## src/rtl/tile_solver_dispatcher.sv

```systemverilog
// Purpose: shares one host packet stream and one result stream across NUM_SOLVERS solvers, round-robin both ways.
// Latency: input words pass through combinationally once a solver is selected (one select cycle per packet); results appear one cycle after a solver raises valid.
// Backpressure: in_ready follows the selected solver's ready; out_ready is routed to the locked solver only, all other lanes held off.
module tile_solver_dispatcher #(
    parameter int NUM_SOLVERS = 4,
    parameter int SEL_BITS    = 2
) (
    input  logic                      clock,
    input  logic                      reset,
    input  logic [31:0]               in_data,
    input  logic                      in_valid,
    output logic                      in_ready,
    input  logic                      in_end_of_stream,
    output logic [31:0]               out_addr,
    output logic [15:0]               out_data,
    output logic                      out_valid,
    input  logic                      out_ready,
    output logic [31:0]               slv_in_data,
    output logic [NUM_SOLVERS-1:0]    slv_in_valid,
    input  logic [NUM_SOLVERS-1:0]    slv_in_ready,
    output logic [NUM_SOLVERS-1:0]    slv_in_end_of_stream,
    input  logic [32*NUM_SOLVERS-1:0] slv_out_addr,
    input  logic [16*NUM_SOLVERS-1:0] slv_out_data,
    input  logic [NUM_SOLVERS-1:0]    slv_out_valid,
    output logic [NUM_SOLVERS-1:0]    slv_out_ready,
    output logic [NUM_SOLVERS-1:0]    busy,
    output logic [15:0]               dispatched_count,
    output logic [15:0]               completed_count
);

    typedef enum logic {IN_SELECT, IN_FORWARD} in_state_t;

    in_state_t               in_state, in_state_nxt;
    logic [SEL_BITS-1:0]     in_sel, in_sel_nxt, in_rr, in_rr_nxt;
    logic [SEL_BITS-1:0]     out_sel, out_sel_nxt, out_rr, out_rr_nxt;
    logic                    out_locked, out_locked_nxt;
    logic [NUM_SOLVERS-1:0]  busy_q, busy_nxt;
    logic [15:0]             disp_q, disp_nxt, comp_q, comp_nxt;

    logic                    idle_found, rslt_found;
    logic [SEL_BITS-1:0]     idle_idx, rslt_idx;

    // Solver index base+k, wrapped at NUM_SOLVERS (not at 2**SEL_BITS).
    function automatic logic [SEL_BITS-1:0] wrap_add(input logic [SEL_BITS-1:0] base, input int k);
        int s;
        s = int'(base) + k;
        if (s >= NUM_SOLVERS) s = s - NUM_SOLVERS;
        return SEL_BITS'(s);
    endfunction

    // Round-robin scans: first idle solver from in_rr, first pending result from out_rr.
    always_comb begin
        idle_found = 1'b0;
        idle_idx   = '0;
        rslt_found = 1'b0;
        rslt_idx   = '0;
        for (int k = 0; k < NUM_SOLVERS; k++) begin
            if (!idle_found && !busy_q[wrap_add(in_rr, k)]) begin
                idle_found = 1'b1;
                idle_idx   = wrap_add(in_rr, k);
            end
            if (!rslt_found && slv_out_valid[wrap_add(out_rr, k)]) begin
                rslt_found = 1'b1;
                rslt_idx   = wrap_add(out_rr, k);
            end
        end
    end

    // Next-state and lane steering for the input FSM and the output arbiter.
    always_comb begin
        in_state_nxt         = in_state;
        in_sel_nxt           = in_sel;
        in_rr_nxt            = in_rr;
        out_sel_nxt          = out_sel;
        out_rr_nxt           = out_rr;
        out_locked_nxt       = out_locked;
        busy_nxt             = busy_q;
        disp_nxt             = disp_q;
        comp_nxt             = comp_q;
        in_ready             = 1'b0;
        slv_in_data          = in_data;
        slv_in_valid         = '0;
        slv_in_end_of_stream = '0;
        out_addr             = '0;
        out_data             = '0;
        out_valid            = 1'b0;
        slv_out_ready        = '0;

        case (in_state)
            IN_SELECT: begin
                if (idle_found) begin
                    in_sel_nxt   = idle_idx;
                    in_state_nxt = IN_FORWARD;
                end
            end
            IN_FORWARD: begin
                in_ready                     = slv_in_ready[in_sel];
                slv_in_valid[in_sel]         = in_valid;
                slv_in_end_of_stream[in_sel] = in_end_of_stream & in_valid;
                if (in_valid && slv_in_ready[in_sel] && in_end_of_stream) begin
                    busy_nxt[in_sel] = 1'b1;
                    in_rr_nxt        = wrap_add(in_sel, 1);
                    disp_nxt         = disp_q + 16'd1;
                    in_state_nxt     = IN_SELECT;
                end
            end
            default: in_state_nxt = IN_SELECT;
        endcase

        if (out_locked) begin
            out_addr               = slv_out_addr[32*int'(out_sel) +: 32];
            out_data               = slv_out_data[16*int'(out_sel) +: 16];
            out_valid              = slv_out_valid[out_sel];
            slv_out_ready[out_sel] = out_ready;
            if (!slv_out_valid[out_sel]) begin
                // Solver withdrew its result: release without side effects.
                out_locked_nxt = 1'b0;
            end else if (out_ready) begin
                busy_nxt[out_sel] = 1'b0;
                comp_nxt          = comp_q + 16'd1;
                out_rr_nxt        = wrap_add(out_sel, 1);
                out_locked_nxt    = 1'b0;
            end
        end else if (rslt_found) begin
            out_sel_nxt    = rslt_idx;
            out_locked_nxt = 1'b1;
        end

        // Outputs are forced quiet while reset is held, even on the first reset cycle.
        if (reset) begin
            in_ready             = 1'b0;
            slv_in_data          = '0;
            slv_in_valid         = '0;
            slv_in_end_of_stream = '0;
            out_addr             = '0;
            out_data             = '0;
            out_valid            = 1'b0;
            slv_out_ready        = '0;
        end
    end

    assign busy             = reset ? '0 : busy_q;
    assign dispatched_count = reset ? '0 : disp_q;
    assign completed_count  = reset ? '0 : comp_q;

    // State registers with synchronous reset.
    always_ff @(posedge clock) begin
        if (reset) begin
            in_state   <= IN_SELECT;
            in_sel     <= '0;
            in_rr      <= '0;
            out_sel    <= '0;
            out_rr     <= '0;
            out_locked <= 1'b0;
            busy_q     <= '0;
            disp_q     <= '0;
            comp_q     <= '0;
        end else begin
            in_state   <= in_state_nxt;
            in_sel     <= in_sel_nxt;
            in_rr      <= in_rr_nxt;
            out_sel    <= out_sel_nxt;
            out_rr     <= out_rr_nxt;
            out_locked <= out_locked_nxt;
            busy_q     <= busy_nxt;
            disp_q     <= disp_nxt;
            comp_q     <= comp_nxt;
        end
    end

endmodule

```

## config.mk

```make
export PLATFORM = sky130hd
export DESIGN_NAME = tile_solver_dispatcher
export DESIGN_NICKNAME = d
export VERILOG_FILES = /design/src/rtl/tile_solver_dispatcher.sv
export SDC_FILE = /design/constraint.sdc
export NUM_CORES = 1
export LEC_CHECK = 0
export BUFFER_PORTS_ARGS = -buffer_cell sky130_fd_sc_hd__buf_2
export CAP_MARGIN = 20
export CELL_PAD_IN_SITES_DETAIL_PLACEMENT = 0
export CELL_PAD_IN_SITES_GLOBAL_PLACEMENT = 2
export CORE_MARGIN = 10
export CORE_UTILIZATION = 21
export DETAILED_ROUTE_END_ITERATION = 10
export GPL_ROUTABILITY_DRIVEN = 0
export HOLD_SLACK_MARGIN = 0.12
export PLACE_DENSITY = 0.95
export SYNTH_ARGS = -nofsm -noshare
export SYNTH_HDL_FRONTEND = slang
export SYNTH_SLANG_ARGS = --single-unit
export TNS_END_PERCENT = 100
```

## constraint.sdc

```tcl
create_clock -name clock -period 2.9 [get_ports clock]
set_input_delay 0.435 -clock clock [delete_from_list [all_inputs] [get_ports clock]]
set_output_delay 0.435 -clock clock [all_outputs]
set_load 0.01 [all_outputs]
```

## Word level (Yosys, flattened, before mapping)

Cells that the tools add are included.

- Logic and storage cells: 164
- Register bits: 46
- Input bits: 237
- Output and inout bits: 130

- Shift-type cells: 2
- Reductions and logical operators: 22
- Bitwise logic cells: 9
- Mux-type cells: 80
- Magnitude comparators: 22
- Add/sub/neg operators: 20

Operators with widths:

| cell | number |
|---|---|
| $shiftx 128x8->32 | 1 |
| $mux 32 | 3 |
| $mux 16 | 4 |
| $shiftx 64x7->16 | 1 |
| $mux 4 | 12 |
| $mux 2 | 18 |
| $add 16x1->16 const B | 2 |
| $lt 2x3->1 const B | 10 |
| $mux 1 | 30 |
| $ge 3x3->1 const B | 8 |
| $bmux 1 s2 | 10 |
| $sub 2x1->2 const B | 10 |
| $and 4x4->4 | 4 |
| $add 2x1->3 const B | 4 |
| $add 2x2->3 const B | 4 |
| $logic_and 1x1->1 | 10 |
| $logic_not 1->1 | 8 |
| $ge 2x3->1 const B | 2 |
| $reduce_and 2->1 | 3 |
| $demux 1 s2 | 2 |
| $ge 2x1->1 const B | 2 |
| $not 4->4 | 1 |
| $or 4x4->4 | 1 |
| $reduce_and 3->1 | 1 |
| 3 further kinds | 4 |

## Logic depth before layout (Yosys ltp)

Gate-level depths: netlist (run 1).

- Word-level depth: 16
- Gate-level depth with buffers: 6
- Gate-level depth less buffers: 5

## Worst setup path before layout (run 1)

OpenSTA, ideal clock, no wires.

- Kind: input port to output port
- Start: input reset
- End: output in_ready
- Stages on the path: 4
- Slack: 0.887 ns
- Buffers on the path: 3
- Data arrival time: 1.578 ns
- Data required time: 2.465 ns
- Path through: clkbuf_1 -> clkbuf_1 -> buf_2 -> a2111oi_0

- Cells in the longest elaborated chain, start to end: 1

RTL lines:

| element | line | source |
|---|---|---|
| start, declared | 9 | `input logic reset,` |
| $mux 1 | 130 | `if (reset) begin` |
| end, declared | 12 | `output logic in_ready,` |

Every way passes these cells.

## Worst setup path in the final report (run 1)

- Start: register out_sel[0]
- End: output out_addr[23]

- Cells in the longest elaborated chain, start to end: 3

RTL lines:

| element | line | source |
|---|---|---|
| start, declared | 35 | `logic [SEL_BITS-1:0] out_sel, out_sel_nxt, out_rr, out_rr_nxt;` |
| start signal, assigned | 162 | `out_sel <= out_sel_nxt;` |
| $shiftx 128x8->32 | 111 | `out_addr = slv_out_addr[32*int'(out_sel) +: 32];` |
| $mux 32 | 110 | `if (out_locked) begin` |
| $mux 32 | 130 |  |
| end, declared | 14 | `output logic [31:0] out_addr,` |

Every way passes these cells.

==> results of run 1 <==
[logic make-up (layout without fill, tap and decap cells)]
kind of cell,after synthesis,count (layout)
flip-flops,46,46
AO/OA/AOI/OAI,58,58
multiplexers,64,64
AND/OR/NAND/NOR,241,241
XOR/XNOR,9,9
other,0,4
buffers and inverters,45,392
adder cells (fa/ha/maj),10,10
[placed cells by master (no fill, tap or decap), types with 3 or more instances in the layout]
master	Yosys	layout
nand4_1	10	10
and2_1	54	54
and4_1	7	7
a311oi_1	4	4
buf_4	0	7
mux2i_1	4	4
mux2_2	11	11
xor2_1	8	8
nor3_1	6	6
clkbuf_16	0	6
ha_1	10	10
buf_2	12	365
inv_1	9	9
nand3_1	13	13
or3_1	8	8
a21oi_1	27	27
mux4_2	49	49
and3_1	9	9
dfxtp_1	46	44
diode_2	0	4
or4_1	5	5
nand2_1	26	26
buf_12	0	3
nor2_1	28	27
nor2b_1	68	68
o21ai_0	15	15
[routing by layer]
layer  vias to the layer above  global-route usage  wire length (um)
met5                         -                   0                20
met4                         2              0.0254               271
met3                        30              0.0521              1850
met2                       216               0.246             10200
met1                      2398               0.165              7880
li1                       2426                   -                 -
[registers in the layout, indices dropped and copies added, names as in the netlist]
register / count
comp_q: 16
out_rr: 2
out_locked: 1
disp_q: 16
in_sel: 2
in_state: 1
in_rr: 2
busy_q: 4
out_sel: 2
[worst max-delay path: stages, from the launching register on]
cell and delay, ps:
dfxtp_4 530, buf_4 270, mux4_2 560, and2_1 180, buf_2 140
[power groups by stage]
stage / Clock, W / Sequential, W / Combinational [W]
3_3_place_gp: 0 / 0.000679 / 0.000650
3_5_place_dp: 0 / 0.000679 / 0.000661
2_1_floorplan: 0 / 0.000664 / 0.000365
5_1_grt: 0.000654 / 0.000667 / 0.000712
4_1_cts: 0.000634 / 0.000665 / 0.000663
6_report: 0.000614 / 0.000664 / 0.000651
[cell type report]
class                   count  area [um2]  area share
diodes                      4        10.0     0.00151
inverters                   9        33.8     0.00511
clock buffers               8         158      0.0238
flip-flops and latches     46         926       0.140
multi-input cells         382        3210       0.485
repair buffers            375        1940       0.293
well taps                 270         338      0.0511
[per-stage QoR]
| stage | hold slack [ps] | utilization | total power, W | setup slack (ps) | area, um2 |
|---|---|---|---|---|---|
| after floorplan | 447 | - | 0.00103 | 887 | 4320 |
| after detailed placement | 474 | 0.319 | 0.00134 | 775 | 6450 |
| after CTS | 485 | 0.326 | 0.00196 | 455 | 6610 |
| final | 477 | 0.327 | 0.00193 | 495 | 6620 |
| after global routing | 525 | 0.326 | 0.00203 | 369 | 6610 |
| after global placement | 465 | 0.319 | 0.00133 | 794 | 6450 |
[path summary, 6_finish.rpt]
check	from	to	slack (ps)
worst max-delay path	out_sel[0]$_SDFFE_PP0P_	out_addr[23]	490
worst min register to register	comp_q[15]$_SDFFE_PP0P_	comp_q[15]$_SDFFE_PP0P_	480
worst max register to register	out_sel[0]$_SDFFE_PP0P_	comp_q[10]$_SDFFE_PP0P_	950
worst min-delay path	comp_q[15]$_SDFFE_PP0P_	comp_q[15]$_SDFFE_PP0P_	480
==> flow_metrics.env, run 1 <==
export IMPL_grt_max_degree=55
export IMPL_vias=5072
export IMPL_routed_wirelength_mm=20.3
export IMPL_netlist_area_mm2=0.00432
export IMPL_worstSetupPathType="reg2out"
export IMPL_period_share=0.829
export IMPL_ir_worst_vdd_v=0.000239
export IMPL_path_clk_slew_ps=70
export IMPL_vias_per_cell=4.64
export IMPL_syn_to_final_growth_pct=53.3
export IMPL_yosysTopAreaCell="mux4_2"
export IMPL_grt_pass1_vias=5244
export IMPL_fp_dieH_um=163
export IMPL_dpl_hpwl_mm=17.6
export IMPL_synth_mux_area_frac=0.294
export IMPL_start_util=0.213
export IMPL_cellPowerDensity_mw_per_mm2=292
export IMPL_hold_viol_final=0
export IMPL_synth_compound_area_frac=0.0806
export IMPL_netlist_top_cells_count="68 x nor2b_1, 54 x and2_1, 49 x mux4_2"
export IMPL_combPwrFrac=0.337
export IMPL_slew_violations=0
export IMPL_drive_gt1_frac=0.544
export IMPL_die_w_um=163
export IMPL_grt_total_usage=0.142
export IMPL_fillCellCount=2156
export IMPL_synth_edf_count=0
export IMPL_yosys_area_share_xor_xnor=0.0183
export IMPL_p_seq_frac=0.344
export IMPL_r2r_cells=4
export IMPL_finalSetupTns_ps=0
export IMPL_htreeDepth=2
export IMPL_slew_headroom=0.570
export IMPL_port_buffers=366
export IMPL_ioPinCount=367
export IMPL_clkPwrFrac=0.318
export IMPL_async_flop_share=0
export IMPL_worstPathRequired_ps=2470
export IMPL_setup_viol=0
export IMPL_synth_top_family_by_area="simple AND/OR/NAND/NOR gates"
export IMPL_grt_overflow=0
export IMPL_cts_buffers=5
export IMPL_root_buffer="clkbuf_16"
export IMPL_cts_tree="done"
export IMPL_synth_flop_cell="dfxtp_1"
export IMPL_synth_simple_area_share=0.321
export IMPL_netlist_instances=473
export IMPL_power_switching_w=0.000551
export IMPL_p_int_w=0.00138
export IMPL_p_sw_frac=0.285
export IMPL_antenna_found_initial=4
export IMPL_netlist_top_cells_area="mux4_2 26%, dfxtp_1 21%, nor2b_1 9.9%"
export IMPL_clk_path_buf_depth=2
export IMPL_fin_nets=1066
export IMPL_coreArea_mm2=0.0202
export IMPL_drt_iter0_drc=172
export IMPL_grt_pass1_wl_mm=30.3
export IMPL_rsz0062_at_grt="false"
export IMPL_tightest_slew_ps=637
export IMPL_cts_setup_buffers=0
export IMPL_die_area_mm2=0.0267
export IMPL_ys_types=41
export IMPL_ys_ff_latch=46
export IMPL_cts_resized=0
export IMPL_fmax_mhz=416
export IMPL_clk_latency_ps=280
export IMPL_status="finished, final reports clean"
export IMPL_synth_most_common_cell="nor2b_1"
export IMPL_drv_cap=0
export IMPL_yosys_area_share_adder=0.0290
export IMPL_placed_cells=1082
export IMPL_ys_warn_count=0
export IMPL_finalCriticalPeriod_ps=2410
export IMPL_startpoint_type="register"
export IMPL_hold_buffers=0
export IMPL_num_rows=52
export IMPL_drt_first_pass_iters=4
export IMPL_post_drt_wl_per_cell_um=18.5
export IMPL_skew_ps=5.15
export IMPL_clock_sinks=46
export IMPL_syn_nets=720
export IMPL_critical_path_arrival_ps=1970
export IMPL_min_delay_path_depth=2
export IMPL_worstPathMaxFanout=16
export IMPL_ant_nets=0
export IMPL_endpoint_kind="output port"
export IMPL_seq_area_frac_synth=0.213
export IMPL_fin_cells=1094
export IMPL_avgSynthCellArea_um2=9.13
export IMPL_hold_class="reg2reg"
export IMPL_yosysTopAreaCellShare=0.256
export IMPL_drc=0
export IMPL_p_leak_nw=3.14
(Power assumes the default switching activity.)
==> inputs of run 2 (changes only) <==
- CORE_UTILIZATION: 21 -> 20
- PLACE_DENSITY: 0.95 -> 0.92
- clock period: 2.9 -> 2.4 ns (I/O delays scaled with it)
==> run 2 against run 1 <==
Via count down 1.3%. Hold slack worse by 15 ps. Final area is 0.30% lower. Global-route usage rose by 0.089 points. Die area increased by 4.4%. Sequential power increased by 19%. Flip-flop and latch count did not move. Combinational power up 23%. Clock power increased by 13%. Utilization fell by 1.5 points. Register-to-register slack got worse by 390 ps. Critical path type unchanged. Critical endpoint is now out_addr[27].
==> flow_metrics.env, run 2 (synthesized netlist as in run 1, its figures left out) <==
export IMPL_antenna_cells=0
export IMPL_skew_ps=5.41
export IMPL_drt_iter0_drc=184
export IMPL_top_regs="comp_q: 16 flops, disp_q: 16 flops, busy_q: 4 flops"
export IMPL_die_w_um=167
export IMPL_drv_cap=0
export IMPL_post_route_util=0.312
export IMPL_start_util=0.204
export IMPL_worstPathRequired_ps=2040
export IMPL_root_buffer="clkbuf_16"
export IMPL_coreArea_mm2=0.0212
export IMPL_drive_gt1_frac=0.546
export IMPL_pre_cts_ws_ps=412
export IMPL_clk_path_buf_depth=2
export IMPL_hold_viol_final=0
export IMPL_critical_path_arrival_ps=1910
export IMPL_path_clk_slew_ps=70
export IMPL_grt_total_usage=0.143
export IMPL_drc=0
export IMPL_drt_first_pass_iters=4
export IMPL_worstPathMaxFanout=41
export IMPL_fin_area_mm2=0.00660
export IMPL_port_buffers=366
export IMPL_cellPowerDensity_mw_per_mm2=347
export IMPL_grt_overflow=0
export IMPL_worstSetupPathType="reg2out"
export IMPL_grt_pass1_vias=5309
export IMPL_finalSetupTns_ps=0
export IMPL_setup_viol=0
export IMPL_cts_setup_buffers=0
export IMPL_vias_per_cell=4.57
export IMPL_rsz0062_at_grt="false"
export IMPL_finalCriticalPeriod_ps=2270
export IMPL_ioPinCount=367
export IMPL_r2r_cells=5
export IMPL_die_area_mm2=0.0279
export IMPL_ant_nets=0
export IMPL_slew_violations=0
export IMPL_fmax_mhz=440
export IMPL_dpl_hpwl_mm=18.3
export IMPL_routed_wirelength_mm=21.2
export IMPL_num_rows=53
export IMPL_ir_worst_vdd_v=0.000231
export IMPL_grt_pass1_wl_mm=32.0
export IMPL_endpoint_kind="output port"
export IMPL_htreeDepth=2
export IMPL_hold_class="in2reg"
export IMPL_cts_buffers=5
export IMPL_p_leak_nw=3.14
export IMPL_fillCellCount=2308
export IMPL_slew_headroom=0.498
export IMPL_vias=5006
export IMPL_post_drt_wl_per_cell_um=19.3
export IMPL_placed_cell_area_mm2=0.00645
export IMPL_final_cell_mix="365 x buf_2, 68 x nor2b_1, 54 x and2_1"
export IMPL_clk_latency_ps=290
export IMPL_grt_max_degree=57
export IMPL_clock_sinks=46
export IMPL_syn_to_final_growth_pct=52.8
export IMPL_fin_nets=1066
export IMPL_tightest_slew_ps=743
export IMPL_startpoint_type="register"
export IMPL_cts_tree="done"
export IMPL_min_delay_path_depth=2
export IMPL_status="finished, final reports clean"
export IMPL_cts_resized=0
export IMPL_fp_dieH_um=167
export IMPL_antenna_found_initial=0
export IMPL_hold_buffers=0
export IMPL_finalWorstSetupSlack_ps=129
export IMPL_period_share=0.946
export IMPL_layout_commonest_cell="buf_2"
## run 2: cell count changes in the layout (fill, tap and decap cells not counted), sizes merged
cell / change
clkbuf: -3
clkinv: +2
clkinvlp: +1
diode: -4
## run 2: critical path, stage by stage (launching register included)
cell and delay [ps]:
dfxtp_4 380, buf_12 290, mux4_2 610, and2_1 190
buf_2 140
## run 2: report_power, final
group / internal, W / total, W / switching [W] / leakage, nW
logic: 0.000436 / 0.000802 / 0.000365 / 2.70
registers: 0.000776 / 0.000792 / 0.0000158 / 0.373
clock network: 0.000386 / 0.000695 / 0.000309 / 0.0698
total: 0.00160 / 0.00229 / 0.000691 / 3.14
## run 2: final timing paths
check	from	endpoint	slack (ps)
max reg2reg	in_sel[1]$_SDFFE_PP0P_	disp_q[15]$_SDFFE_PP0P_	560
min	reset	comp_q[2]$_SDFFE_PP0P_	460
min reg2reg	comp_q[15]$_SDFFE_PP0P_	comp_q[15]$_SDFFE_PP0P_	480
max	out_sel[0]$_SDFFE_PP0P_	out_addr[27]	130
## run 2: metal layers
| layer | up-vias | wire (um) | track usage |
|---|---|---|---|
| met4 | 0 | 274 | 0.0225 |
| met5 | - | 0 | 0 |
| li1 | 2417 | - | - |
| met3 | 24 | 1590 | 0.0494 |
| met1 | 2361 | 8700 | 0.169 |
| met2 | 204 | 10600 | 0.246 |
## run 2: final cells by class
cell class	instances	area, um2	area share
multi-input cells	382	3210	0.486
repair buffers	375	1940	0.294
flip-flops and latches	46	926	0.140
well taps	275	344	0.0522
clock buffers	5	125	0.0190
inverters	9	33.8	0.00512
clock inverters	3	21.3	0.00322
## run 2: stage by stage
step / hold WS (ps) / total power (W) / instances
6_report: 462 / 0.00229 / 1095
5_1_grt: 479 / 0.00243 / 1095
4_1_cts: 457 / 0.00233 / 1095
3_5_place_dp: 476 / 0.00162 / 1087
3_3_place_gp: 464 / 0.00161 / 1087
2_1_floorplan: 447 / 0.00124 / 473
==> inputs of run 3 (changes only) <==
- RECOVER_POWER: default -> 50
==> run 3 against run 2 <==
Critical path depth unchanged. Via count down 0.50%. Flip-flop and latch count unchanged. Total power down 0.38%. Wire length about the same. Largest cell class unchanged. Clock skew about the same. Register-to-register slack worse by 70 ps. Global-route usage unchanged.
==> flow_metrics.env, run 3 (synthesized netlist as in run 1, its figures left out) <==
export IMPL_die_area_mm2=0.0279
export IMPL_vias_per_cell=4.55
export IMPL_grt_pass1_vias=5309
export IMPL_path_clk_slew_ps=70
export IMPL_r2r_slack_ps=490
export IMPL_cts_resized=0
export IMPL_routed_wirelength_mm=21.2
export IMPL_ioPinCount=367
export IMPL_worstPathRequired_ps=2040
export IMPL_grt_overflow=0
export IMPL_fp_dieH_um=167
export IMPL_grt_max_degree=57
export IMPL_p_leak_nw=2.91
export IMPL_root_buffer="clkbuf_16"
export IMPL_cts_buffers=5
export IMPL_ir_worst_vdd_v=0.000230
export IMPL_startpoint_type="register"
export IMPL_max_stage_delay_ps=600
export IMPL_rr_startpoint="in_sel[1]$_SDFFE_PP0P_"
export IMPL_num_rows=53
export IMPL_die_w_um=167
export IMPL_post_route_util=0.308
export IMPL_fmax_mhz=441
export IMPL_slew_headroom=0.445
export IMPL_cts_tree="done"
export IMPL_top_regs="comp_q: 16 flops, disp_q: 16 flops, busy_q: 4 flops"
export IMPL_multi_input_area_mm2=0.00320
export IMPL_antenna_found_initial=0
export IMPL_finalSetupTns_ps=0
export IMPL_ant_nets=0
export IMPL_critical_path_arrival_ps=1910
export IMPL_r2r_cells=4
export IMPL_grt_pass1_wl_mm=32.0
export IMPL_htreeDepth=2
export IMPL_start_util=0.204
export IMPL_drv_cap=0
export IMPL_status="finished, final reports clean"
export IMPL_tightest_slew_ps=833
export IMPL_cp_slowest_cell="mux4_2"
export IMPL_cellPowerDensity_mw_per_mm2=350
export IMPL_clock_sinks=46
export IMPL_dpl_hpwl_mm=18.3
export IMPL_cp_cell_sequence="buf_12, mux4_2, and2_1, buf_2"
export IMPL_drt_iter0_drc=159
export IMPL_drt_first_pass_iters=4
export IMPL_min_delay_path_depth=2
export IMPL_grt_total_usage=0.143
export IMPL_finalCriticalPeriod_ps=2270
export IMPL_clk_latency_ps=290
export IMPL_endpoint_kind="output port"
export IMPL_vias=4981
export IMPL_final_cell_mix="309 x buf_2, 68 x nor2b_1, 57 x clkbuf_1"
export IMPL_drc=0
export IMPL_hold_viol_final=0
export IMPL_cts_setup_buffers=0
export IMPL_reg2reg_to="disp_q[5]$_SDFFE_PP0P_"
export IMPL_post_drt_wl_per_cell_um=19.3
export IMPL_port_buffers=366
export IMPL_fin_nets=1066
export IMPL_worstPathMaxFanout=41
export IMPL_hold_class="in2reg"
export IMPL_setup_viol=0
export IMPL_seq_area_um2=926
export IMPL_drive_gt1_frac=0.476
export IMPL_rsz0062_at_grt="false"
export IMPL_syn_to_final_growth_pct=50.9
export IMPL_clk_path_buf_depth=2
export IMPL_antenna_cells=0
export IMPL_fillCellCount=2330
export IMPL_layout_commonest_cell="buf_2"
export IMPL_coreArea_mm2=0.0212
export IMPL_period_share=0.945
export IMPL_holdCritStartpoint="out_ready"
export IMPL_worstSetupPathType="reg2out"
export IMPL_slew_violations=0
export IMPL_skew_ps=5.14
export IMPL_whs_endpoint="out_locked$_SDFF_PP0_"
export IMPL_hold_buffers=0
run 3: how the worst max path moves through the flow:
stage | from | to | slack [ps] | depth (start not counted)
floorplan | reset | in_ready | 540 | 4
global placement | out_sel[0]$_SDFFE_PP0P_ | out_addr[24] | 430 | 4
detailed placement | out_sel[0]$_SDFFE_PP0P_ | out_addr[24] | 410 | 4
CTS | out_sel[0]$_SDFFE_PP0P_ | out_addr[24] | 80 | 4
global route | reset | dispatched_count[14] | 20 | 4
finish | out_sel[0]$_SDFFE_PP0P_ | out_addr[27] | 130 | 4
run 3: stage by stage:
stage	cells	total power [W]	worst slack [ps]	hold WS (ps)	instance area, um2
2_1_floorplan	473	0.00124	537	447	4320
6_report	1095	0.00228	131	462	6510
5_1_grt	1095	0.00242	20.5	479	6510
3_3_place_gp	1087	0.00161	425	464	6450
4_1_cts	1095	0.00233	85.0	457	6600
3_5_place_dp	1087	0.00162	412	476	6450
run 3: critical path, delay by kind of cell (launching register included):
kind / cells / cell delay, ps
mux: 1 / 600
buf+inv: 2 / 430
flops: 1 / 380
simple gates: 1 / 190
run 3: layout make-up:
class | instances | share of cell area
multi-input cells | 382 | 0.491
clock buffers | 5 | 0.0192
repair buffers | 375 | 0.286
inverters | 9 | 0.00519
well taps | 275 | 0.0528
clock inverters | 3 | 0.00327
flip-flops and latches | 46 | 0.142
run 3: power by group:
part	internal [W]	switching [W]	leakage, nW	total, W
Combinational	0.000428	0.000365	2.47	0.000793
Sequential	0.000776	0.0000159	0.373	0.000792
Clock	0.000386	0.000310	0.0698	0.000696
Total	0.00159	0.000690	2.91	0.00228
run 3: metal layers:
layer  vias up  GRT usage  part of all wire
met5         -          0                 0
met4         0     0.0225             0.011
met1      2347      0.169              0.41
met3        20     0.0494             0.073
met2       197      0.246              0.50
li1       2417          -                 -
